<file path="src/rtl/raster_scan_gen_if.sv">
// Control/status bundle between a raster scanner and its consumer.
// The master drives the run controls and observes timing; the slave is the scanner.
interface raster_scan_gen_if #(
  parameter int CW = 10,
  parameter int FW = 8
);
  logic          en_i;
  logic          oneshot_i;
  logic          start_i;
  logic [CW-1:0] X_o;
  logic [CW-1:0] Y_o;
  logic          de_o;
  logic          hsync_o;
  logic          vsync_o;
  logic          sof_o;
  logic          OVF_o;
  logic          busy_o;
  logic [FW-1:0] frame_cnt_o;

  modport master (
    output en_i, oneshot_i, start_i,
    input  X_o, Y_o, de_o, hsync_o, vsync_o, sof_o, OVF_o, busy_o, frame_cnt_o
  );

  modport slave (
    input  en_i, oneshot_i, start_i,
    output X_o, Y_o, de_o, hsync_o, vsync_o, sof_o, OVF_o, busy_o, frame_cnt_o
  );
endinterface

</file>
<file path="src/rtl/raster_scan_gen.sv">
// Parametrised raster scanner: walks every pixel of a frame including blanking,
// with free-run and one-shot modes. All outputs registered, decoded from next state.
module raster_scan_gen #(
  parameter int CW       = 10,
  parameter int H_ACTIVE = 640,
  parameter int H_FP     = 16,
  parameter int H_SYNC   = 96,
  parameter int H_BP     = 48,
  parameter int V_ACTIVE = 480,
  parameter int V_FP     = 10,
  parameter int V_SYNC   = 2,
  parameter int V_BP     = 33,
  parameter bit HS_POL   = 1'b0,
  parameter bit VS_POL   = 1'b0,
  parameter int FW       = 8
) (
  input  logic              clk,
  input  logic              rst,
  raster_scan_gen_if.slave  bus
);

  localparam int H_TOTAL = H_ACTIVE + H_FP + H_SYNC + H_BP;
  localparam int V_TOTAL = V_ACTIVE + V_FP + V_SYNC + V_BP;

  if (H_TOTAL > (1 << CW) || V_TOTAL > (1 << CW)) begin : g_cw_chk
    $error("raster_scan_gen: CW too small for H_TOTAL/V_TOTAL");
  end
  if (H_ACTIVE == 0 || H_SYNC == 0 || V_ACTIVE == 0 || V_SYNC == 0) begin : g_zero_chk
    $error("raster_scan_gen: H_ACTIVE, H_SYNC, V_ACTIVE and V_SYNC must be non-zero");
  end

  localparam logic [CW-1:0] HT_M1 = CW'(H_TOTAL - 1);
  localparam logic [CW-1:0] VT_M1 = CW'(V_TOTAL - 1);
  // Region bounds one bit wider: the sync end may equal 2^CW when back porch is 0.
  localparam logic [CW:0] HA_W  = (CW+1)'(H_ACTIVE);
  localparam logic [CW:0] VA_W  = (CW+1)'(V_ACTIVE);
  localparam logic [CW:0] HSB_W = (CW+1)'(H_ACTIVE + H_FP);
  localparam logic [CW:0] HSE_W = (CW+1)'(H_ACTIVE + H_FP + H_SYNC);
  localparam logic [CW:0] VSB_W = (CW+1)'(V_ACTIVE + V_FP);
  localparam logic [CW:0] VSE_W = (CW+1)'(V_ACTIVE + V_FP + V_SYNC);

  typedef enum logic {IDLE, RUN} state_e;

  state_e        st_q, st_d;
  logic [CW-1:0] x_q, x_d, y_q, y_d;
  logic [FW-1:0] fcnt_q, fcnt_d;
  logic          pend_q, pend_d;
  logic          de_q, de_d, hs_q, hs_d, vs_q, vs_d;
  logic          sof_q, sof_d, ovf_q, ovf_d, busy_q, busy_d;
  logic          adv, run_d, hs_act, vs_act;
  logic [CW:0]   xw, yw;

  always_comb begin
    st_d   = st_q;
    x_d    = x_q;
    y_d    = y_q;
    fcnt_d = fcnt_q;
    pend_d = pend_q;
    sof_d  = 1'b0;
    adv    = 1'b0;
    case (st_q)
      IDLE: begin
        // A start seen while en is low is remembered until the pixel clock allows launch.
        if (bus.en_i && (!bus.oneshot_i || bus.start_i || pend_q)) begin
          st_d   = RUN;
          x_d    = '0;
          y_d    = '0;
          sof_d  = 1'b1;
          adv    = 1'b1;
          pend_d = 1'b0;
        end else if (bus.oneshot_i && bus.start_i) begin
          pend_d = 1'b1;
        end
      end
      RUN: begin
        if (bus.en_i) begin
          adv = 1'b1;
          if (x_q == HT_M1 && y_q == VT_M1) begin
            fcnt_d = fcnt_q + FW'(1);
            x_d    = '0;
            y_d    = '0;
            if (bus.oneshot_i) st_d  = IDLE;
            else               sof_d = 1'b1;
          end else if (x_q == HT_M1) begin
            x_d = '0;
            y_d = y_q + CW'(1);
          end else begin
            x_d = x_q + CW'(1);
          end
        end
      end
      default: st_d = IDLE;
    endcase

    run_d  = (st_d == RUN);
    xw     = {1'b0, x_d};
    yw     = {1'b0, y_d};
    hs_act = run_d && (xw >= HSB_W) && (xw < HSE_W);
    vs_act = run_d && (yw >= VSB_W) && (yw < VSE_W);
    de_d   = run_d && (xw < HA_W) && (yw < VA_W);
    hs_d   = hs_act ? HS_POL : ~HS_POL;
    vs_d   = vs_act ? VS_POL : ~VS_POL;
    ovf_d  = adv && run_d && (x_d == HT_M1) && (y_d == VT_M1);
    busy_d = run_d;
  end

  always_ff @(posedge clk or negedge rst) begin
    if (!rst) begin
      st_q   <= IDLE;
      x_q    <= '0;
      y_q    <= '0;
      fcnt_q <= '0;
      pend_q <= 1'b0;
      de_q   <= 1'b0;
      hs_q   <= ~HS_POL;
      vs_q   <= ~VS_POL;
      sof_q  <= 1'b0;
      ovf_q  <= 1'b0;
      busy_q <= 1'b0;
    end else begin
      st_q   <= st_d;
      x_q    <= x_d;
      y_q    <= y_d;
      fcnt_q <= fcnt_d;
      pend_q <= pend_d;
      de_q   <= de_d;
      hs_q   <= hs_d;
      vs_q   <= vs_d;
      sof_q  <= sof_d;
      ovf_q  <= ovf_d;
      busy_q <= busy_d;
    end
  end

  assign bus.X_o         = x_q;
  assign bus.Y_o         = y_q;
  assign bus.de_o        = de_q;
  assign bus.hsync_o     = hs_q;
  assign bus.vsync_o     = vs_q;
  assign bus.sof_o       = sof_q;
  assign bus.OVF_o       = ovf_q;
  assign bus.busy_o      = busy_q;
  assign bus.frame_cnt_o = fcnt_q;

endmodule

</file>
<file path="src/flat_wrapper.sv">
// flat-port wrapper written by rule: the top's interface ports become plain ports
module raster_scan_gen_flat 
#(
  parameter int CW       = 10,
  parameter int H_ACTIVE = 640,
  parameter int H_FP     = 16,
  parameter int H_SYNC   = 96,
  parameter int H_BP     = 48,
  parameter int V_ACTIVE = 480,
  parameter int V_FP     = 10,
  parameter int V_SYNC   = 2,
  parameter int V_BP     = 33,
  parameter bit HS_POL   = 1'b0,
  parameter bit VS_POL   = 1'b0,
  parameter int FW       = 8
)
  (clk, rst, bus_en_i, bus_oneshot_i, bus_start_i, bus_X_o, bus_Y_o, bus_de_o, bus_hsync_o, bus_vsync_o, bus_sof_o, bus_OVF_o, bus_busy_o, bus_frame_cnt_o);
  raster_scan_gen_if #(.CW(CW), .FW(FW)) bus_i ();
  input  logic clk;
  input  logic rst;
  input wire logic [$bits(bus_i.en_i)-1:0] bus_en_i;
  input wire logic [$bits(bus_i.oneshot_i)-1:0] bus_oneshot_i;
  input wire logic [$bits(bus_i.start_i)-1:0] bus_start_i;
  output wire logic [$bits(bus_i.X_o)-1:0] bus_X_o;
  output wire logic [$bits(bus_i.Y_o)-1:0] bus_Y_o;
  output wire logic [$bits(bus_i.de_o)-1:0] bus_de_o;
  output wire logic [$bits(bus_i.hsync_o)-1:0] bus_hsync_o;
  output wire logic [$bits(bus_i.vsync_o)-1:0] bus_vsync_o;
  output wire logic [$bits(bus_i.sof_o)-1:0] bus_sof_o;
  output wire logic [$bits(bus_i.OVF_o)-1:0] bus_OVF_o;
  output wire logic [$bits(bus_i.busy_o)-1:0] bus_busy_o;
  output wire logic [$bits(bus_i.frame_cnt_o)-1:0] bus_frame_cnt_o;
  assign bus_i.en_i = bus_en_i;
  assign bus_i.oneshot_i = bus_oneshot_i;
  assign bus_i.start_i = bus_start_i;
  assign bus_X_o = bus_i.X_o;
  assign bus_Y_o = bus_i.Y_o;
  assign bus_de_o = bus_i.de_o;
  assign bus_hsync_o = bus_i.hsync_o;
  assign bus_vsync_o = bus_i.vsync_o;
  assign bus_sof_o = bus_i.sof_o;
  assign bus_OVF_o = bus_i.OVF_o;
  assign bus_busy_o = bus_i.busy_o;
  assign bus_frame_cnt_o = bus_i.frame_cnt_o;
  raster_scan_gen #(.CW(CW), .H_ACTIVE(H_ACTIVE), .H_FP(H_FP), .H_SYNC(H_SYNC), .H_BP(H_BP), .V_ACTIVE(V_ACTIVE), .V_FP(V_FP), .V_SYNC(V_SYNC), .V_BP(V_BP), .HS_POL(HS_POL), .VS_POL(VS_POL), .FW(FW)) u_core (.clk(clk), .rst(rst), .bus(bus_i));
endmodule
</file>
<file path="config.mk">
export PLATFORM = sky130hd
export DESIGN_NAME = raster_scan_gen_flat
export DESIGN_NICKNAME = d
export VERILOG_FILES = /design/src/rtl/raster_scan_gen_if.sv /design/src/rtl/raster_scan_gen.sv /design/src/flat_wrapper.sv
export SDC_FILE = /design/constraint.sdc
export NUM_CORES = 1
export LEC_CHECK = 0
export ABC_AREA = 1
export BUFFER_PORTS_ARGS = -buffer_cell sky130_fd_sc_hd__buf_4
export CORE_ASPECT_RATIO = 0.5
export CORE_MARGIN = 1.5
export CORE_UTILIZATION = 57
export CTS_BUF_LIST = sky130_fd_sc_hd__clkbuf_4
export DETAILED_ROUTE_END_ITERATION = 16
export GPL_TIMING_DRIVEN = 0
export HOLD_SLACK_MARGIN = 0.06
export PLACE_DENSITY = 0.86
export SLEW_MARGIN = 20
export SYNTH_ARGS = -nofsm -noshare
export SYNTH_HDL_FRONTEND = slang
export SYNTH_SLANG_ARGS = --single-unit
export TNS_END_PERCENT = 10
</file>
<file path="constraint.sdc">
create_clock -name clk -period 4.5 [get_ports clk]
set_clock_uncertainty 0.15 [all_clocks]
set_input_delay 0.9 -clock clk [delete_from_list [all_inputs] [get_ports clk]]
set_output_delay 0.9 -clock clk [all_outputs]
set_load 0.005 [all_outputs]
</file>
==> results.json <==
{
  "pre_cts_slack_ns": 1.839,
  "clock.fmax_mhz": 417.9,
  "die-area_um2": 4303,
  "p_switching_w": 0.0002497,
  "slew_headroom": 0.7119,
  "cpMaxStageDelayCell": "dfrtp_1",
  "synth_ff_type": "dfrtp_1",
  "holdWs_ns": 0.3349,
  "die_x_um": 91.28,
  "boundaryPins": 39,
  "dp_hpwl_um": 4218,
  "rsz0062_at_grt": "no",
  "hp-class": "input pin to asynchronous set/reset pin",
  "cts_setup_buffers": 0,
  "antenna_found_initial": 0,
  "period_needed_ns": 2.393,
  "cts-root-buf": "clkbuf_4",
  "clk_latency_ns": 0.34,
  "p_seq_frac": 0.529,
  "io_buffer_count": 38,
  "finalPower_w": 0.0007118,
  "ant_nets": 0,
  "nFillCells": 307,
  "syn_nets": 324,
  "wl_per_cell_um": 13.20,
  "via_per_inst": 5.405,
  "htreeDepth": 2,
  "wl_met2_um": 2307,
  "worst_slack_ns": 2.107,
  "status": "finished clean",
  "crit_path_frequent_cell": "nor2_1",
  "vias": 2227,
  "cts-buffers-inserted": 5,
  "crit_path_cell_trace": "inv_1 -> ha_1 -> nand2_1 -> nor2_1 -> nand3_1 -> nor2_1 -> nor2_2 -> nand3_1 -> nand2_1 -> nand3_1 -> nor2_1 -> nand2_1 -> nor2_1",
  "yosys_warnings": 0,
  "clkPwrFrac": 0.230,
  "synthCells": 315,
  "r2r-start": "u_core.bus.Y_o[0]$_DFF_PN0_",
  "worst-endpoint-required_ns": 4.62,
  "reg2reg_slack_ns": 2.11,
  "wirelength_um": 5438,
  "worstSetupStartpoint": "u_core.bus.Y_o[0]$_DFF_PN0_",
  "drt_iter0_markers": 165,
  "cts_tree": "done",
  "diodes": 0,
  "wl_met1_um": 2553,
  "core_area_um2": 3585,
  "drive_gt1_frac": 0.2050,
  "grt_max_degree": 36,
  "grt-ovfl-total": 0,
  "drc": 0,
  "synth_edf_count": 0,
  "clk_pin_slew_ns": 0.10,
  "slew_viol_final": 0,
  "worstMarginPinSlew_ns": 0.4276,
  "maxCapViolCount": 0,
  "async_reset_ff_frac": 1.000,
  "grt_pass1_wl_um": 8907,
  "crit_buf_inv": 1,
  "critPathKind": "flop to flop",
  "netSwitchingFraction": 0.3508,
  "power_density_nw_per_um2": 271.4,
  "grt_pass1_vias": 1885,
  "combinationalPowerShare": 0.241,
  "initial_core_util": 0.6195,
  "worstSetupEndpointType": "flop",
  "critPathLaunchType": "flop",
  "syn_avg_cell_area_um2": 7.050,
  "p_int_w": 0.0004621,
  "syn-cell-area_um2": 2221,
  "power.leakage_nw": 1.416,
  "routabilityCongestion": 0.9012,
  "hold_violations": 0,
  "ctsHoldBuffers": 0,
  "vdd.ir_drop.worst_mv": 0.1551,
  "top_layer_used": "met4",
  "clk_path_buf_depth": 2,
  "report.final.setup_viol": 0,
  "rows": 15,
  "firstDrtPassIters": 5,
  "synthDistinctLibCells": 29,
  "met3_length_um": 504,
  "area.growth.synth_to_final_pct": 18.08,
  "slowest_delay_ns": 0.46,
  "cts.repair.resized": 0,
  "ys_ff_latch": 35,
  "die_y_um": 47.14,
  "tns_ns": 0,
  "crit_family": "simple AND/OR/NAND/NOR gates",
  "layout.nets": 369,
  "arrival_ns": 2.52,
  "period_share": 0.5318,
  "crit_path_max_fanout": 7,
  "clock_sinks": 35,
  "track_usage": 0.2784,
  "yosysSeqAreaShare": 0.3955
}
Yosys cell counts, types with 3 or more instances:
library cell / number / share of area
xor2_1: 4 / 0.016
xnor2_1: 3 / 0.012
nand3_1: 40 / 0.090
nand2_1: 87 / 0.15
ha_1: 4 / 0.023
o21ai_0: 8 / 0.018
nor2_2: 4 / 0.011
nand4_1: 11 / 0.031
nand3_2: 4 / 0.018
nor2_4: 3 / 0.015
inv_1: 45 / 0.076
nand2_2: 5 / 0.014
dfrtp_1: 33 / 0.37
nor2_1: 44 / 0.074
state kept, by name (all words and copies together), names as in the netlist:
signal / flops
u_core.pend_q: 1
u_core.st_q: 1
u_core.bus.de_o: 1
u_core.bus.sof_o: 1
u_core.bus.Y_o: 10
u_core.bus.X_o: 10
u_core.bus.frame_cnt_o: 8
u_core.bus.hsync_o: 1
u_core.bus.OVF_o: 1
u_core.bus.vsync_o: 1
routing by layer:
layer	GRT usage	up-vias
li1	-	1095
met5	0	-
met3	0.05987	12
met4	0.09375	0
met2	0.4343	98
met1	0.3952	1022
placed cells by master (no fill, tap or decap), types with 4 or more instances in the layout:
master    count
nand2_1      87
inv_1        45
nor2_1       44
nand3_1      40
buf_4        39
dfrtp_1      33
nand4_1      11
o21ai_0       8
nand2_2       5
clkbuf_4      5
nor2_2        4
nand3_2       4
xor2_1        4
ha_1          4
metrics by stage:
step                      cell area (um^2)  std cells  utilization
after CTS                             2623        412       0.7316
after global placement                2570        404       0.7169
final                                 2623        412       0.7316
after floorplan                       2221        315            -
after global routing                  2623        412       0.7316
after detailed placement              2570        404       0.7169
logic make-up after synthesis:
family	count (synthesis)	synth area share
simple gates	205	0.4276
buf+inv	49	0.08507
flops	35	0.3955
compound gates	14	0.03663
xor+xnor	7	0.02761
fa+ha+maj	4	0.02254
mux	1	0.005070
path summary, 6_finish.rpt:
path                                                          to  depth (start not counted)
min                        u_core.bus.frame_cnt_o[5]$_DFFE_PN0P_                          1
max in group asynchronous           u_core.bus.hsync_o$_DFF_PN1_                          1
min in group clk           u_core.bus.frame_cnt_o[7]$_DFFE_PN0P_                          1
max                                   u_core.bus.OVF_o$_DFF_PN0_                         13
min reg2reg                u_core.bus.frame_cnt_o[7]$_DFFE_PN0P_                          1
max reg2reg                           u_core.bus.OVF_o$_DFF_PN0_                         13
layout make-up:
cell class,count,area [um^2],area share
inverter,47,176.4,0.06727
sequential,35,878.3,0.3349
tap,51,63.81,0.02433
clock buffer,5,37.54,0.01431
timing repair buffer,38,285.3,0.1088
buffer,2,12.51,0.004771
clock inverter,3,15.01,0.005725
multi-input combinational,231,1154,0.4399
power by group through the flow:
stage	clock [W]	sequential, W	combinational (W)
after floorplan	0	0.000376	0.000104
after global placement	0	0.000379	0.000166
after detailed placement	0	0.000382	0.000170
after CTS	0.000168	0.000376	0.000171
after global routing	0.000180	0.000381	0.000194
final	0.000164	0.000377	0.000171
Note: power is estimated with default switching activity, not from simulation.
